$ cat src/rtl/mwc_entry.sv
// rtl/mwc_entry.sv - one expected-store table entry with sticky pass/fail status
module mwc_entry #(
    parameter int ADDR_WIDTH = 32,
    parameter int DATA_WIDTH = 32
) (
    input  logic                  clk,
    input  logic                  reset,
    input  logic                  cfg_we_i,
    input  logic [ADDR_WIDTH-1:0] cfg_addr_i,
    input  logic [DATA_WIDTH-1:0] cfg_data_i,
    input  logic                  cfg_enable_i,
    input  logic                  arm_clr_i,
    input  logic                  store_i,
    input  logic [ADDR_WIDTH-1:0] mem_addr_i,
    input  logic [DATA_WIDTH-1:0] mem_wdata_i,
    output logic                  enable_o,
    output logic                  pass_o,
    output logic                  fail_o,
    output logic                  pass_next_o,
    output logic                  fail_next_o,
    output logic                  miss_o
);

    logic                  enable_q;
    logic [ADDR_WIDTH-1:0] addr_q;
    logic [DATA_WIDTH-1:0] data_q;
    logic                  pass_q;
    logic                  fail_q;
    logic                  hit;
    logic                  match;

    // Case equality makes X/Z on the bus count as a mismatch in simulation.
    assign hit         = store_i && enable_q && (mem_addr_i === addr_q);
    assign match       = hit && (mem_wdata_i === data_q);
    assign miss_o      = hit && !(mem_wdata_i === data_q);
    assign fail_next_o = fail_q | miss_o;
    assign pass_next_o = (pass_q | match) & ~fail_next_o;

    assign enable_o = enable_q;
    assign pass_o   = pass_q;
    assign fail_o   = fail_q;

    always_ff @(posedge clk or posedge reset) begin
        if (reset) begin
            enable_q <= 1'b0;
            addr_q   <= '0;
            data_q   <= '0;
            pass_q   <= 1'b0;
            fail_q   <= 1'b0;
        end else begin
            if (cfg_we_i) begin
                enable_q <= cfg_enable_i;
                addr_q   <= cfg_addr_i;
                data_q   <= cfg_data_i;
            end
            if (arm_clr_i) begin
                pass_q <= 1'b0;
                fail_q <= 1'b0;
            end else if (store_i) begin
                pass_q <= pass_next_o;
                fail_q <= fail_next_o;
            end
        end
    end

endmodule

$ cat config.mk
export PLATFORM = sky130hd
export DESIGN_NAME = mwc_entry
export DESIGN_NICKNAME = d
export VERILOG_FILES = /design/src/rtl/mwc_entry.sv
export SDC_FILE = /design/constraint.sdc
export NUM_CORES = 1
export LEC_CHECK = 0
export CORE_AREA = 2 2 78 80
export CTS_CLUSTER_DIAMETER = 30
export DETAILED_ROUTE_END_ITERATION = 10
export DIE_AREA = 0 0 80 82
export DONT_BUFFER_PORTS = 1
export HOLD_SLACK_MARGIN = 0.08
export PLACE_DENSITY = 0.71
export SKIP_CTS_REPAIR_TIMING = 1
export SLEW_MARGIN = 20
export SYNTH_ARGS = -nofsm -noshare
export SYNTH_HDL_FRONTEND = slang
export SYNTH_SLANG_ARGS = --single-unit
$ cat constraint.sdc
create_clock -name clk -period 5.9 [get_ports clk]
set_input_delay 1.18 -clock clk [delete_from_list [all_inputs] [get_ports clk]]
set_output_delay 1.18 -clock clk [all_outputs]
set_load 0.03 [all_outputs]
=== Word level (Yosys, flattened, before mapping) ===
Index checks and enable logic that the tools add are counted.

* Bitwise gates (word level): 4
* Mux-type cells: 4
* Reductions and logical operators: 6
* Equality and inequality tests: 2

{| class="wikitable"
|+ Operator list
! cell !! number
|-
| $eqx A32 B32 Y1 || 2
|-
| $logic_and A1 B1 Y1 || 4
|-
| $mux W1 || 4
|-
| $or A1 B1 Y1 || 2
|-
| $reduce_bool A2 Y1 || 1
|-
| $and A1 B1 Y1 || 1
|-
| $logic_not A1 Y1 || 1
|-
| $not A1 Y1 || 1
|}

* Output and inout port bits: 6
* Logic and storage cells: 21
* Input bits: 134
* Register bits after elaboration: 67

=== Depth between registers and ports, before layout ===
* Depth after elaboration: 8
* Depth in mapped cells: 6

=== Least setup slack after synthesis ===
No wires, ideal clock.

* Kind: input port to output port
* From: in mem_addr_i[31]
* To: out fail_next_o
* Slack: 2341 ps
* Data arrival time: 2379 ps
* Cell stages on the path: 6
* Path buffers: 0
* Path through: xor2_1 -> nor4_1 -> nand4_1 -> nor4_2 -> o21ai_1 -> nand2_1

* Longest elaborated chain between the ends: 4

{| class="wikitable"
|+ Ends and longest elaborated chain
! what !! RTL line !! RTL
|-
| start, declared || 14 || <nowiki>input logic [ADDR_WIDTH-1:0] mem_addr_i,</nowiki>
|-
| $eqx A32 B32 Y1 || 33 || <nowiki>assign hit = store_i && enable_q && (mem_addr_i === addr_q);</nowiki>
|-
| $logic_and A1 B1 Y1 || 33 ||
|-
| $logic_and A1 B1 Y1 || 35 || <nowiki>assign miss_o = hit && !(mem_wdata_i === data_q);</nowiki>
|-
| $or A1 B1 Y1 || 36 || <nowiki>assign fail_next_o = fail_q | miss_o;</nowiki>
|-
| end, declared || 20 || <nowiki>output logic fail_next_o,</nowiki>
|}

Every way passes these cells.

=== Worst setup path after layout ===
* From: in mem_addr_i[28]
* To: out fail_next_o

The elaborated chain is that of the path after synthesis.

==> reports/results.tsv <==
stage	metric	value	unit
floorplan	start_util	55.71	%
sta	slew_headroom	44.78	%
cells_and_area	areaGrowthSynthToFinish	7.545	%
yosys	ys_ff_latch	67	
drt	vias	1776	
placement	pre_cts_ws	1.991	ns
floorplan	die_w	80	um
power	ir_worst_vdd	185.6	uV
placement	post-place-cells	306	
clocking	clockRootBuffer	clkbuf_8	
worst_setup_path	cp.required	4.72	ns
sta	worstMarginPinSlew	0.8283	ns
yosys	synth_cell_types	18	
clocking	numClockSinks	67	
worst_setup_path	slowest_delay	0.40	ns
worst_setup_path	path_cells	xor2_1 > nor4_1 > nand4_1 > nor4_2 > o21ai_1 > nand2_1	
clocking	cts_tree	done	
sta	post-route-min-period	3.853	ns
cells_and_area	final_cell_mix	67 x dfrtp_1, 65 x mux2_2, 60 x xor2_1, 15 x nor4_1, 11 x clkbuf_8	
grt	overflow	0	
drt	wl_per_cell	17.93	um
worst_setup_path	crit_path_start_kind	primary input	
worst_setup_path	critPathBufInv	0	
placement	place_hpwl	4261	um
yosys	ys_warn_count	0	
clocking	numCtsBuffers	9	
hold_path	hp-class	flop to flop	
floorplan	chipHeight	82	um
sta	finalSetupViolCount	0	
run_status	outcome	completed	
floorplan	pin_count	140	
drt	postRouteAntennaNets	0	
sta	hold_viol	0	
yosys	syn_area_per_cell	13.50	um2
yosys	synth_top_family_by_area	multiplexers	
yosys	synthAdderAreaFrac	0	%
sta	setup_tns	0	ns
power	power.leakage	1.452	nW
grt	grt_max_degree	68	
clocking	insertion_delay	0.32	ns
yosys	synthFlopType	dfrtp_1	
worst_setup_path	rrSetupSlack	3.99	ns
sta	fin_skew	0.004282	ns
clocking	clk_pin_slew_worst_paths	0.06	ns
grt	grt.total_usage	17.40	%
cells_and_area	fin_util	59.91	%
power	power.switching	0.2294	mW
power	pwr-share-comb	11.4	%
yosys	synth_compound_area_share	0.5082	%
sta	slew_violations	0	
sta	finalCritPeriodShare	65.30	%
grt	antenna_found_initial	0	
drt	drt_iter0_markers	45	
yosys	synth.area.mux_share	22.87	%
cells_and_area	fin_cells	322	
power	clkPwrFrac	34.0	%
yosys	yosys.area_share.xor_xnor	17.51	%
sta	fmax	259.6	MHz
worst_setup_path	slowest_stage	nor4_2	
placement	gp_congestion	0.6633	
power	seqPwrFrac	54.6	%
floorplan	die-area	6560	um2
power	p_sw_share	23.41	%
drt	routed_wl	5775	um
worst_setup_path	crit_type	primary input to primary output	
yosys	synth_edf_count	0	
cells_and_area	final_common_cell	dfrtp_1	
yosys	synth-simple-area-share	5.356	%
sta	rsz0062_at_grt	no	
power	cellPowerDensity	284.6	nW/um2
worst_setup_path	worstPathArrival	2.67	ns
grt	grt_pass1_vias	1771	
worst_setup_path	cp-end-kind	primary output	
power	p_int	0.7504	mW
drt	vias_per_cell	5.516	
drt	dr.pass1.iters	4	
sta	whs	0.5261	ns
cells_and_area	final_area	3442	um2
cells_and_area	nNetsFinal	376	
floorplan	rows	28	
worst_setup_path	cp_top_family	simple AND/OR/NAND/NOR gates	
grt	grt_pass1_wl	8418	um
yosys	seq_area_frac_synth	52.38	%
yosys	async_flop_share	100.0	%
yosys	synth_area	3201	um2
floorplan	core	5746	um2
cells_and_area	antenna_cells	0	
clocking	htree_levels	3	
cells_and_area	drive_gt1_share	33.20	%
placement	place_area	3269	um2
flow_run	cap_violations	0	
yosys	synth_nets	371	
worst_setup_path	worstPathMaxFanout	3	
drt	drc	0	
cells_and_area	n_fill_cell	484	
sta	setup_ws	2.047	ns
placement	placement.io_buffers	0	
power	p_total	0.9798	mW
yosys	synthCells	237	
clocking	clockBufferDepth	2	
[routing by layer]
metal	global-route usage [%]	vias to the layer above	share of wire (%)
li1	-	836	-
met2	27.00	71	49
met1	22.20	862	41
met4	7.627	0	1.1
met5	0	-	0
met3	6.044	7	9.0
[cells by family (layout without fill, tap and decap cells)]
logic type	Yosys count	count (layout)
AOI/OAI and AO/OA	3	3
xor gates and xnor gates	64	64
buffers and inverters	10	20
DFF	67	67
muxes	65	65
and+or+nand+nor	28	28
[synth_stat cells, drive strengths merged, types with 2 or more instances]
cell type	n	area share (%)
mux2	65	23
inv	3	0.35
nand2	3	0.35
nand4	4	0.78
clkbuf	2	0.23
xor2	60	16
dfrtp	67	52
nand3	2	0.31
xnor2	4	1.1
buf	5	0.78
nor4	16	3.3
[registers in the layout, summed over array words and instances (netlist names)]
register / cells
addr_q: 32
data_q: 32
enable_o: 1
fail_o: 1
pass_o: 1
[power groups by stage]
stage               clock [mW]  combinational (mW)  sequential [mW]
finish                   0.333               0.112            0.535
global route             0.361               0.125            0.541
CTS                      0.344               0.114            0.536
detailed placement           0               0.113            0.544
global placement             0               0.111            0.543
floorplan                    0               0.107            0.537
[area by class of cell]
class	instances	area [um2]	area share [%]
inverters	3	11.26	0.3272
multi-input cells	160	1480	43.00
clock inverters	2	10.01	0.2908
clock buffers	14	162.7	4.726
well taps	75	93.84	2.726
repair buffers	1	7.507	0.2181
flip-flops and latches	67	1677	48.71
[path summary, 6_finish.rpt]
kind	end	startpoint	cells after the start
worst max-delay path	fail_next_o	mem_addr_i[28]	6
worst min-delay path	data_q[12]	data_q[12]	1
worst max register to register	fail_o	addr_q[28]	6
worst min register to register	data_q[12]	data_q[12]	1
max in group asynchronous	data_q[17]	reset	2
min in group asynchronous	addr_q[26]	reset	2
Note: power is estimated with default switching activity, not from simulation.
